## src/rtl/xram_arbiter.sv

```systemverilog
// xram_arbiter: round-robin arbiter sharing one XRAM port among byte-wide bus masters,
// with abort handling and a watchdog that force-completes stuck transactions.
`default_nettype none

module xram_arbiter #(
  parameter int NUM_MASTERS    = 3,
  parameter int GRANT_W        = 2,
  parameter int TIMEOUT_CYCLES = 255
) (
  input  logic                      clk,
  input  logic                      rst,
  input  logic [NUM_MASTERS-1:0]    m_stb,
  input  logic [NUM_MASTERS-1:0]    m_wr,
  input  logic [16*NUM_MASTERS-1:0] m_addr,
  input  logic [8*NUM_MASTERS-1:0]  m_data_out,
  output logic [NUM_MASTERS-1:0]    m_ack,
  output logic [7:0]                m_data_in,
  output logic [15:0]               xram_addr,
  output logic [7:0]                xram_data_out,
  input  logic [7:0]                xram_data_in,
  input  logic                      xram_ack,
  output logic                      xram_stb,
  output logic                      xram_wr,
  output logic                      arb_busy,
  output logic [GRANT_W-1:0]        arb_grant,
  output logic                      arb_timeout
);

  typedef enum logic [0:0] {IDLE = 1'b0, BUSY = 1'b1} state_t;

  state_t               state_q;
  logic [GRANT_W-1:0]   grant_q;
  logic [GRANT_W-1:0]   last_q;
  logic [7:0]           cnt_q;

  logic [GRANT_W-1:0]   sel_d;
  logic                 g_stb;
  logic                 g_wr;
  logic [15:0]          g_addr;
  logic [7:0]           g_data;
  logic [NUM_MASTERS-1:0] g_onehot;
  logic                 busy;
  logic                 expire;
  logic                 complete;
  logic                 tmo;
  logic                 done;

  // Search upward from the master after the last one served, wrapping.
  always_comb begin
    int  idx;
    logic found;
    sel_d = last_q;
    found = 1'b0;
    idx   = 0;
    for (int k = 1; k <= NUM_MASTERS; k++) begin
      idx = int'(last_q) + k;
      if (idx >= NUM_MASTERS) idx = idx - NUM_MASTERS;
      if (!found && m_stb[idx]) begin
        sel_d = GRANT_W'(idx);
        found = 1'b1;
      end
    end
  end

  always_comb begin
    g_stb    = 1'b0;
    g_wr     = 1'b0;
    g_addr   = 16'h0000;
    g_data   = 8'h00;
    g_onehot = '0;
    for (int i = 0; i < NUM_MASTERS; i++) begin
      if (GRANT_W'(i) == grant_q) begin
        g_stb       = m_stb[i];
        g_wr        = m_wr[i];
        g_addr      = m_addr[16*i +: 16];
        g_data      = m_data_out[8*i +: 8];
        g_onehot[i] = 1'b1;
      end
    end
  end

  assign busy     = (state_q == BUSY);
  assign expire   = (TIMEOUT_CYCLES != 0) && (cnt_q == 8'(TIMEOUT_CYCLES));
  // A coincident XRAM ack beats the watchdog and completes normally.
  assign complete = busy && g_stb && xram_ack;
  assign tmo      = busy && g_stb && !xram_ack && expire;
  assign done     = !g_stb || xram_ack || expire;

  assign xram_stb      = busy && g_stb && (xram_ack || !expire);
  assign xram_wr       = xram_stb && g_wr;
  assign xram_addr     = xram_stb ? g_addr : 16'h0000;
  assign xram_data_out = xram_stb ? g_data : 8'h00;

  assign m_ack       = (complete || tmo) ? g_onehot : '0;
  assign m_data_in   = complete ? xram_data_in : (tmo ? 8'hFF : 8'h00);
  assign arb_timeout = tmo;
  assign arb_busy    = busy;
  assign arb_grant   = grant_q;

  always_ff @(posedge clk or negedge rst) begin
    if (!rst) begin
      state_q <= IDLE;
      grant_q <= '0;
      last_q  <= GRANT_W'(NUM_MASTERS - 1);
      cnt_q   <= 8'h00;
    end else begin
      case (state_q)
        IDLE: begin
          if (|m_stb) begin
            grant_q <= sel_d;
            cnt_q   <= 8'h00;
            state_q <= BUSY;
          end
        end
        BUSY: begin
          if (done) begin
            last_q  <= grant_q;
            state_q <= IDLE;
          end else begin
            cnt_q <= cnt_q + 8'd1;
          end
        end
        default: state_q <= IDLE;
      endcase
    end
  end

endmodule

`default_nettype wire

```

## config.mk

```make
export PLATFORM = sky130hd
export DESIGN_NAME = xram_arbiter
export DESIGN_NICKNAME = d
export VERILOG_FILES = /design/src/rtl/xram_arbiter.sv
export SDC_FILE = /design/constraint.sdc
export NUM_CORES = 1
export LEC_CHECK = 0
export CORE_UTILIZATION = 34
export CTS_BUF_LIST = sky130_fd_sc_hd__clkbuf_4 sky130_fd_sc_hd__clkbuf_8 sky130_fd_sc_hd__clkbuf_16
export DETAILED_ROUTE_END_ITERATION = 6
export GPL_ROUTABILITY_DRIVEN = 1
export HOLD_SLACK_MARGIN = 0.02
export PLACE_DENSITY = 0.8
export SLEW_MARGIN = 10
export SYNTH_ARGS = -nofsm -noshare
export SYNTH_HDL_FRONTEND = slang
export SYNTH_SLANG_ARGS = --single-unit
```

## constraint.sdc

```tcl
create_clock -name clk -period 2.7 [get_ports clk]
set_clock_uncertainty 0.2 [all_clocks]
set_input_delay 0.81 -clock clk [delete_from_list [all_inputs] [get_ports clk]]
set_output_delay 0.81 -clock clk [all_outputs]
set_load 0.05 [all_outputs]
```

==> impl_metrics.py, run 1 <==
metrics = {
    "place": {
        "place_ws_ps": -669,
        "dpl-instance-area_sq_um": 3560,
        "io_buffers": 129,
        "dp_cells": 439,
        "hpwl_um": 5670,
        "place.gp.congestion": 0.847,
    },
    "worst_setup_path": {
        "arrival_ps": 2050,
        "crit_start": "m_stb[0]",
        "worst_setup_path_start_kind": "input port",
        "worstPathRequired_ps": 1690,
        "rr_endpoint": "arb_grant[1]",
        "path_max_fanout": 6,
        "reg2reg_from": "last_q[1]",
        "reg2reg_slack_ps": 460,
        "crit_end": "m_ack[0]",
        "critPathKind": "in2out",
        "endpoint_kind": "primary output",
        "ff2ff_path_depth": 6,
    },
    "timing": {
        "hold_ws_ps": 310,
        "max_freq_mhz": 327,
        "setup_viol": 38,
        "slew_violations": 0,
        "worstMarginPinSlew_ps": 591,
        "grt_setup_unrepaired": "yes",
        "min_period_ps": 3060,
        "fin_tns_setup_ps": -11460,
        "final_hold_viol_count": 0,
        "fin_ws_ps": -359,
        "finalCritPeriodShare": 1.13,
        "slew_headroom": 0.605,
    },
    "clocking": {
        "clkTransAtPathRegs_ps": 50,
        "cts_num_sinks": 13,
        "cts_buffers": 3,
        "insertion_delay_ps": 250,
        "ctsHoldBuffers": 0,
        "cts_buffer_depth": 2,
        "clockRootBuffer": "clkbuf_8",
        "cts_tree": "yes",
        "cts_htree_levels": 1,
    },
    "power_and_ir_drop": {
        "leakage_nw": 1.63,
        "power_density_nw_per_um2": 969,
        "power.total_mw": 3.72,
        "ir_drop_uv": 720,
    },
    "grt": {
        "gr-total-overflow": 0,
        "track_usage": 0.291,
        "antenna_found_initial": 0,
        "grt_pass1_wl_um": 11700,
        "grt_pass1_vias": 2332,
        "grt_start_max_net_pins": 28,
    },
    "worst_hold_path": {
        "min-delay-path-class": "reg2reg",
        "holdCritStartpoint": "cnt_q[6]",
    },
    "final_layout": {
        "postLayoutCoreUtil": 0.812,
        "area_growth_pct": 130,
        "nNetsFinal": 474,
        "antenna_cells": 0,
        "stdcell_count": 447,
        "final_cell_area_sq_um": 3840,
        "fill_cells": 288,
        "drive_above_1_share": 0.347,
    },
    "synth": {
        "synthFlopType": "dfrtp_1",
        "synth_top_area_share": 0.180,
        "syn_avg_cell_area_sq_um": 7.14,
        "yosys-top-cells-area": "dfrtp_1 (18%), mux2i_1 (17%), nor2_1 (12%)",
        "syn-cell-area_sq_um": 1670,
        "syn_inst": 234,
        "yosys_warnings": 0,
        "ys_ff_latch": 13,
        "ys_seq_area_frac": 0.196,
        "synth_edf_count": 0,
        "synthArstFlopShare": 1.00,
        "yosysUniqueCellTypes": 46,
        "synth_top_area_cell": "dfrtp_1",
        "syn_nets": 327,
    },
    "die": {
        "start_util": 0.354,
        "fp.dieW_um": 72.1,
        "core_sq_um": 4720,
        "placementRows": 25,
        "die_h_um": 72.1,
        "io-pin-count": 130,
        "die-area_sq_um": 5200,
    },
    "drt": {
        "firstDrtPassIters": 4,
        "drt_iter0_drc": 81,
        "viasPerCell": 5.22,
        "wl_um": 7640,
        "drc": 0,
        "drtAntennaViolNets": 0,
        "via_count": 2334,
        "wire_per_inst_um": 17.1,
    },
    "job": {
        "max_cap_violations": 0,
    },
    "outcome": {
        "status": "finished, violations left",
        "failed_checks": "negative setup slack",
    },
}
==> repair_timing <==
action                                  4_1_cts  5_1_grt
buffers inserted                              1        1
gates resized for setup                      51        7
endpoints found under the setup margin       38       38
cloned                                        2        0
endpoints found under the hold margin         0        0
pin swaps                                    12        7
==> synth_stat cells (all sizes together) (2+ instances only) <==
cell	n
mux2	3
a31o	2
nand2b	4
nor3b	2
o211ai	2
nor2b	2
o21ai	7
ha	4
a41oi	2
and3	2
nor2	54
a2bb2oi	2
buf	11
nor3	5
or2	2
a21oi	34
dfrtp	12
clkbuf	6
nand3	7
inv	16
nand2	6
a31oi	6
mux2i	29
nand4	2
==> cell type report <==
type | count | area, sq um | area share
well taps | 67 | 83.8 | 0.0219
multi-input cells | 188 | 1510 | 0.394
repair buffers | 159 | 1800 | 0.469
flip-flops and latches | 13 | 329 | 0.0858
clock inverters | 1 | 5.00 | 0.00130
clock buffers | 3 | 41.3 | 0.0108
inverters | 16 | 63.8 | 0.0166
==> worst min-delay path by stage <==
stage                          end  cells after the start  slack [ps]
final                     cnt_q[6]                      1         310
after global routing      cnt_q[5]                      1         360
after CTS                 cnt_q[6]                      1         320
after detailed placement  cnt_q[6]                      1         310
after global placement    cnt_q[6]                      1         290
after floorplan           cnt_q[6]                      1         270
==> state kept, by name (all words and copies together) (netlist names) <==
| signal | cells |
|---|---|
| arb_grant | 2 |
| arb_busy | 1 |
| last_q | 2 |
| cnt_q | 8 |
==> power by group <==
group,internal [mW],total (mW),switching [mW]
Sequential,0.271,0.340,0.0696
Combinational,1.34,3.20,1.86
Clock,0.102,0.176,0.0739
Total,1.72,3.72,2.00
==> critical path, cell delays in order <==
cell and delay (ps):
buf_6 90, mux2_4 270, a32o_2 280, nand2_2 120, buf_4 140, buf_12 130
nor3_4 50, buf_12 150
==> layout by cell type (no fill, tap or decap), drive strengths merged, types with 2 or more instances in the layout <==
cell type / n
clkdlybuf4s50: 84
buf: 72
nor2: 54
a21oi: 34
mux2i: 29
inv: 15
dfrtp: 12
nand3: 7
o21ai: 7
a31oi: 6
nand2: 6
nor3: 5
nand2b: 4
ha: 4
clkbuf: 4
mux2: 3
or2: 2
a2bb2oi: 2
o211ai: 2
a41oi: 2
and3: 2
nor2b: 2
nand4: 2
nor3b: 2
a31o: 2
==> logic make-up after synthesis <==
group | after synthesis | synth area share
AND/OR/NAND/NOR | 88 | 0.240
AO/OA/AOI/OAI | 64 | 0.249
multiplexers | 32 | 0.196
adder cells (fa/ha/maj) | 4 | 0.0300
buffers and inverters | 33 | 0.0899
flip-flops | 13 | 0.196
==> layer usage <==
metal,global-route usage,part of all wire
met1,0.317,0.36
met2,0.519,0.52
met3,0.0778,0.076
met4,0.146,0.044
met5,0,0
(Power assumes the default switching activity.)
==> inputs of run 2 (changes only) <==
GPL_ROUTABILITY_DRIVEN = unset   (was 1)
==> results of run 2 <==
Same layout as run 1: the final DEF is identical, and so are final timing and power.
